## src/rtl/volume_history_meter.sv

```systemverilog
// volume_history_meter: scrolling level-history bargraph with peak-hold marker and sequenced clear for the OLED status screen.
module volume_history_meter #(
    parameter int NUM_COLS     = 16,
    parameter int LEVELS       = 16,
    parameter int LEVEL_W      = 4,
    parameter int X0           = 43,
    parameter int COL_PITCH    = 3,
    parameter int COL_W        = 2,
    parameter int Y_BOTTOM     = 52,
    parameter int ROW_PITCH    = 3,
    parameter int HOLD_SAMPLES = 8
) (
    input  logic               clk,
    input  logic               rst_n,
    input  logic               sample_valid,
    input  logic [LEVEL_W-1:0] sample_level,
    input  logic               freeze,
    input  logic               clear,
    input  logic [6:0]         x,
    input  logic [5:0]         y,
    output logic               busy,
    output logic [15:0]        oled_data
);
    localparam int PW = NUM_COLS > 1 ? $clog2(NUM_COLS) : 1;
    localparam int HW = $clog2(HOLD_SAMPLES + 1);
    localparam logic [15:0] PAL [8] = '{16'h8204, 16'hF800, 16'hFC00, 16'hFFE0,
                                        16'h07E0, 16'h5FFF, 16'h001F, 16'hF81F};
    typedef enum logic {IDLE, CLEAR} state_t;
    state_t state, state_nx;
    logic [LEVEL_W-1:0] hist [NUM_COLS];
    logic [PW-1:0]      wp;
    logic [LEVEL_W-1:0] peak;
    logic [HW-1:0]      hold;
    logic               accept, wp_last;
    logic [LEVEL_W-1:0] lvl, cur;
    logic [PW-1:0]      idx;
    logic [2:0]         band;
    logic               in_col, in_seg;
    logic [15:0]        pix;
    int                 dx, dy, col, seg;
    always_comb begin
        wp_last  = wp == PW'(NUM_COLS - 1);
        state_nx = state == IDLE ? (clear ? CLEAR : IDLE) : (wp_last ? IDLE : CLEAR);
        accept   = state == IDLE && sample_valid && !freeze && !clear;
        lvl      = sample_level > LEVEL_W'(LEVELS - 1) ? LEVEL_W'(LEVELS - 1) : sample_level;
    end
    always_ff @(posedge clk or negedge rst_n) begin
        if (!rst_n) begin
            state <= IDLE;
            wp    <= '0;
            peak  <= '0;
            hold  <= '0;
            for (int i = 0; i < NUM_COLS; i++) hist[i] <= '0;
        end else begin
            state <= state_nx;
            if (state == CLEAR) begin
                hist[wp] <= '0;
                wp       <= wp_last ? '0 : wp + PW'(1);
                if (wp_last) begin
                    peak <= '0;
                    hold <= '0;
                end
            end else if (clear) begin
                wp <= '0;
            end else if (accept) begin
                hist[wp] <= lvl;
                wp       <= wp_last ? '0 : wp + PW'(1);
                if (lvl >= peak) begin
                    peak <= lvl;
                    hold <= HW'(HOLD_SAMPLES);
                end else if (hold != '0)
                    hold <= hold - HW'(1);
                else if (peak != '0)
                    peak <= peak - LEVEL_W'(1);
            end
        end
    end
    // Locate the pixel within the bar/segment grid; gaps between cells fall through to background.
    always_comb begin
        dx     = int'(x) - X0;
        dy     = Y_BOTTOM - int'(y);
        col    = dx / COL_PITCH;
        seg    = dy / ROW_PITCH;
        in_col = dx >= 0 && dx % COL_PITCH < COL_W;
        in_seg = dy >= 0 && dy % ROW_PITCH <= ROW_PITCH - 2 && seg < LEVELS;
        idx    = PW'((int'(wp) + col) % NUM_COLS);
        cur    = hist[idx];
        band   = 3'(seg * 8 / LEVELS);
        pix    = !(in_col && in_seg) ? 16'hFFFF :
                 col < NUM_COLS      ? (int'(cur) >= seg ? PAL[band] : 16'hFFFF) :
                 col == NUM_COLS && int'(peak) == seg ? 16'h0000 : 16'hFFFF;
    end
    always_ff @(posedge clk or negedge rst_n)
        if (!rst_n) oled_data <= 16'hFFFF;
        else        oled_data <= pix;
    assign busy = state == CLEAR;
endmodule

```

## config.mk

```make
export PLATFORM = sky130hd
export DESIGN_NAME = volume_history_meter
export DESIGN_NICKNAME = d
export VERILOG_FILES = /design/src/rtl/volume_history_meter.sv
export SDC_FILE = /design/constraint.sdc
export NUM_CORES = 1
export LEC_CHECK = 0
export BUFFER_PORTS_ARGS = -buffer_cell sky130_fd_sc_hd__buf_2
export CORE_UTILIZATION = 50
export DETAILED_ROUTE_END_ITERATION = 10
export PLACE_DENSITY = 0.67
export SLEW_MARGIN = 0
export SYNTH_ARGS = -nofsm -noshare
export SYNTH_HDL_FRONTEND = slang
export SYNTH_SLANG_ARGS = --single-unit
```

## constraint.sdc

```tcl
create_clock -name clk -period 5.98 [get_ports clk]
set_input_delay 1.196 -clock clk [delete_from_list [all_inputs] [get_ports clk]]
set_output_delay 1.196 -clock clk [all_outputs]
set_load 0.1 [all_outputs]
```

; ---- Yosys cells after proc, flatten, opt, wreduce, memory -nomap -nowiden
; Memory sizes are Yosys's and may differ from the RTL's.
; Cells that the tools add are included.
[classes]
div = 4
magnitude_cmp = 13
muxes = 35
n_bitwise = 7
n_eq_ne = 6
n_reduce_logical = 20
addsub = 7
[ops]
columns = cell, count
row1 = 2-to-1 mux 64 bit, 3
row2 = 2-to-1 mux 16 bit, 6
row3 = 2-to-1 mux 4 bit, 20
row4 = AND 64 bit, 1
row5 = bitwise mux 64 bit, 1
row6 = "divider 32 x 3 -> 32 bit, second input constant", 2
row7 = "< comparator 32 x 6 -> 1 bit, second input constant", 2
row8 = "remainder unit 32 x 3 -> 32 bit, second input constant", 2
row9 = NOT 64 bit, 1
row10 = "equality test 32 x 6 -> 1 bit, second input constant", 1
row11 = equality test 5 x 32 -> 1 bit, 1
row12 = greater-or-equal comparator 5 x 32 -> 1 bit, 1
row13 = "<= comparator 32 x 2 -> 1 bit, second input constant", 1
row14 = "< comparator 32 x 3 -> 1 bit, second input constant", 1
row15 = binary-select mux 4 bit (select 4 bit), 1
row16 = demux 4 bit (select 4 bit), 1
row17 = "greater-or-equal comparator 5 bit, second input constant", 2
row18 = NOT 4 -> 5 bit, 2
row19 = logical AND 1 bit, 9
row20 = nonzero test 3 bit, 3
row21 = "greater-or-equal comparator 8 x 1 -> 1 bit, second input constant", 1
row22 = nonzero test 4 bit, 2
row23 = "subtractor 4 x 1 -> 4 bit, second input constant", 2
row24 = "subtractor 7 x 6 -> 8 bit, second input constant", 1
row25 = other kinds (21), 25
[totals]
register_bits = 93
mem_bits_ro = 128
inputBits = 22
mem_count = 1
output_inout_bits = 17
elab_cells = 114
[memory_table]
columns = memory, words, width, rd, rd_clocked_by_memory_dff, write_ports, line
row1 = (no name shown), 8, 16, 1, 0, 0, 90  ; col < NUM_COLS ? (int'(cur) >= seg ? PAL[band] : 16'hFFFF) :

; ---- Longest topological paths before layout
[depth]
ltp_word = 11
depth_mapped = 45
depth_no_buf = 43

; ---- Least setup slack after synthesis
; OpenSTA, ideal clock, no wires.
[synth_path]
path_kind = input -> register
from = in x[1]
to = reg oled_data[10]
path_stages = 39
path_slack_ps = -3159
path_buffers = 5
t_arrival_ps = 9040
setup_time_ps = 98
required_ps = 5882
path_cell_list = buf_4 -> inv_1 -> ha_1 -> nand2_1 -> nor2_4 -> o221a_2 -> nor2_1 -> o221a_1 -> nor2_1 -> ha_1 -> clkbuf_1 -> nor3_1 -> a21oi_1 -> and2_1 -> ha_1 -> buf_1 -> a21o_1 -> nor2_1 -> (+3 left out) -> inv_1 -> nand2_2 -> inv_4 -> ha_1 -> o21ai_0 -> fa_1 -> buf_1 -> clkbuf_1 -> mux4_2 -> mux4_2 -> ha_1 -> a21o_1 -> a21o_1 -> a21oi_1 -> o311ai_1 -> o21ai_0 -> a21oi_1 -> o211ai_1
[synth_via]
elab_chain_len = 11
word_cells_on_any_way = 20
classes_between = 2 x add/sub / 2 x div / 4 x order compare / 1 x eq/ne / 7 x mux / 1 x bitwise / 3 x reduce/logical
[synth_lines]
columns = element, line
row1 = "start, declared", 19  ; input logic [6:0] x,
row2 = subtractor 7 x 6 -> 8 bit (*), 80  ; dx = int'(x) - X0;
row3 = divider 32 x 3 -> 32 bit, 82  ; col = dx / COL_PITCH;
row4 = adder 4 bit, 86  ; idx = PW'((int'(wp) + col) % NUM_COLS);
row5 = NOT 4 -> 5 bit (implied by the code), 87  ; cur = hist[idx];
row6 = binary-select mux 4 bit (select 4 bit), 87
row7 = 2-to-1 mux 4 bit (implied by the code) (2 in series), 87
row8 = greater-or-equal comparator 5 x 32 -> 1 bit, 90
row9 = 2-to-1 mux 16 bit (2 in series), 90
row10 = 2-to-1 mux 16 bit (*), 89  ; pix = !(in_col && in_seg) ? 16'hFFFF :
row11 = via pix[10], 39  ; logic [15:0] pix;
row12 = "end signal, assigned", 95  ; else oled_data <= pix;
row13 = "end, declared", 22  ; output logic [15:0] oled_data
; Mark *: on every way through the listed nets, which the timed path passes. The rest lies on a longest branch. The select of a mux whose other input is x is not followed.
; A chain may end at the register's enable or synchronous reset.

; ---- Final worst setup path
[layout_path]
from = in x[0]
to = reg oled_data[13]
; Same word-level chain as after synthesis.

==> metrics.txt <==
Chip Width=about 130 µm; top cell type's share of synthesized area=0.236; wl on met1=11200 µm; vias per inst=5.91; largest cells by area after synthesis=dfrtp_1 24%, o21ai_0 6.7%, nand2_1 6.3%; initial core utilization=0.513; global-route wire length before repair=approximately 40000 µm; die area=0.0169 mm²; DR WL/cell=16.6 µm; startpoint types=primary input; asr flop ratio synth=1.00; CTS tree=built; ys flop type=dfrtp_1; Most Frequent Cell on Critical Path=ha_4; I/O pin count=39; Die H=130 µm; met2 WL=between 10000 and 15000 µm; Data required, critical path=about 6200 ps; CTS clock-pin slew for the worst setup and hold paths=60 ps; PortBufs=38; CTS max path bufs=2; TritonRoute pass-1 iters=5; post-synth cell types=108; Seq cells post-synth=85; commonest cells in the netlist=137 x nand2_1, 109 x o21ai_0, 77 x dfrtp_1; # hold bufs at CTS=0; cell area after layout=~0.012 mm²; critical path capture point type=flop; Period minus WS final=just under 8000 ps; Static Leak=0.00501 µW; outcome=finished, violations left; Seq/Total Area, Yosys=0.262; Layout Area Growth over Synthesis=40.8%; maximum vdd drop=257 µV; GPL Wtd Cong=0.935; fmax=0.126 GHz; Power Dens Cells=between 400 and 500 mW/mm²; total CTS buffers=9; H-Tree Depth=3; core area=~0.016 mm²; Worst Setup Path Type=in -> reg; Crit-path slowest cell=mux4_2; clock root cell=clkbuf_16; hpwl dp=18600 µm; Syn Inst Count=987; vias in the first global route=8281; vias=8861; Worst EP arrival=about 8200 ps; GRT overflow=0; unrepaired setup endpoints after global routing=yes; final core utilization=0.722; failing checks=negative setup slack; Slew HR=0.334; worst hold-check path type=reg -> reg; Syn. warnings=0; Mean Syn Cell Area=approximately 8.3 µm²; DRC Markers=0; skew final=9.63 ps; Max Transition Viols Final=0; Final WS setup=-1940 ps; area after detailed placement=0.0106 mm²; Synth area leader=dfrtp_1; initial DRC count=660; Period Utilization, post-route=1.32; Final Hold Viols=0; final setup vio count=8; top-count cell post-synth=nand2_1; Place WS=-2450 ps; CTS sink count=85; Antenna Nets Post-Route=0; Post-synth EDFFs=0; slowest cell delay on critical path=510 ps; Worst Path Max Fanout=8; antenna diode count=0; largest net degree at the start of global routing=78; layout cell share with drive strength beyond 1=0.382; gr usage total=0.299; initial antenna violation count=0; worst-margin pin slew=998 ps; Power, Total=~4700 µW; Mapped Area=roughly 0.0082 mm²; met3 routed WL=1410 µm; clock latency on the worst-skew pair=340 ps; NumNets Final=1341; Syn Nets=1048; total of max-cap violations=0; Top Layer Used=met4; final setup TNS=-15280 ps; num rows=46; Detailed Route WL=24900 µm
## state kept, by name, summed over array words and instances, names as in the netlist
name / flops
hist: 64
oled_data: 8
hold: 4
peak: 4
wp: 4
busy: 1
## per-stage QoR
| stage | hold slack (ps) | std cells |
|---|---|---|
| finish | 477 | 1499 |
| global route | 504 | 1499 |
| CTS | 481 | 1483 |
| detailed placement | 467 | 1445 |
| global placement | 456 | 1445 |
| floorplan | 445 | 987 |
## timing repair
| item | CTS | global route |
|---|---|---|
| pin swaps | 47 | 40 |
| setup endpoints to repair | 8 | 8 |
| endpoints found under the hold margin | 0 | 0 |
| gates resized for setup | 29 | 30 |
| buffers inserted | 24 | 17 |
## routing by layer
metal	vias to the layer above	track usage
li1	4298	-
met1	4195	0.404
met2	306	0.494
met3	62	0.0455
met4	0	0.0923
met5	-	0
## area by class of cell
type                            count  area (µm²)
Tap cell                          216         270
Multi-Input combinational cell    806        6090
Clock buffer                        9         225
Sequential cell                    85        2140
Inverter                           41         164
Timing Repair Buffer              337        2560
Fill cell                        1210        4440
Clock inverter                      5        60.1
## final timing paths
kind	startpoint	to	slack, ps	depth (start not counted)
worst max-delay path	x[0]	oled_data[13]$_DFF_PN1_	-1940	38
worst min-delay path	hist[34]$_DFFE_PN0P_	hist[34]$_DFFE_PN0P_	480	2
worst max register to register	wp[0]$_DFFE_PN0P_	oled_data[13]$_DFF_PN1_	2050	15
worst min register to register	hist[34]$_DFFE_PN0P_	hist[34]$_DFFE_PN0P_	480	2
max in group asynchronous	rst_n	hist[9]$_DFFE_PN0P_	4090	2
min in group asynchronous	rst_n	oled_data[8]$_DFF_PN1_	880	1
## power breakdown
part / internal, µW / switching [µW] / total (µW)
sequential: 717 / 121 / 837
clock: 321 / 234 / 555
combinational: 1670 / 1640 / 3310
total: 2710 / 1990 / 4700
## worst max-delay path, delay by kind of cell
family                     cells  cell delay [ps]
muxes                          2              810
AOI/OAI and AO/OA             14             2360
adders and majority gates      6             1580
and+or+nand+nor                8             1280
buffers and inverters          8              890
## cells by family after synthesis
logic type,synth area share
flops,0.262
compound gates,0.295
buf+inv,0.0545
fa+ha+maj,0.0619
xor+xnor,0.0348
simple gates,0.219
mux,0.0727
## cells in the final DEF, fill, tap and decap left out, types with 9 or more instances in the layout
| cell | instances |
|---|---|
| o211ai_1 | 20 |
| ha_1 | 29 |
| and2_1 | 11 |
| a211oi_1 | 12 |
| o31ai_1 | 9 |
| buf_2 | 34 |
| nand2_1 | 136 |
| nand3_1 | 26 |
| o21ai_1 | 11 |
| a21o_1 | 12 |
| nand4_1 | 12 |
| nor2_1 | 47 |
| mux4_2 | 20 |
| nand2b_1 | 16 |
| a31oi_1 | 10 |
| dfrtp_1 | 77 |
| inv_1 | 33 |
| o21ai_0 | 102 |
| clkbuf_16 | 9 |
| nor4_1 | 10 |
| o21a_1 | 12 |
| a21oi_1 | 48 |
| nor3_1 | 15 |
| buf_4 | 290 |
| mux2i_1 | 11 |
| xnor2_1 | 18 |
No activity file was read; power rests on OpenSTA's default activity.
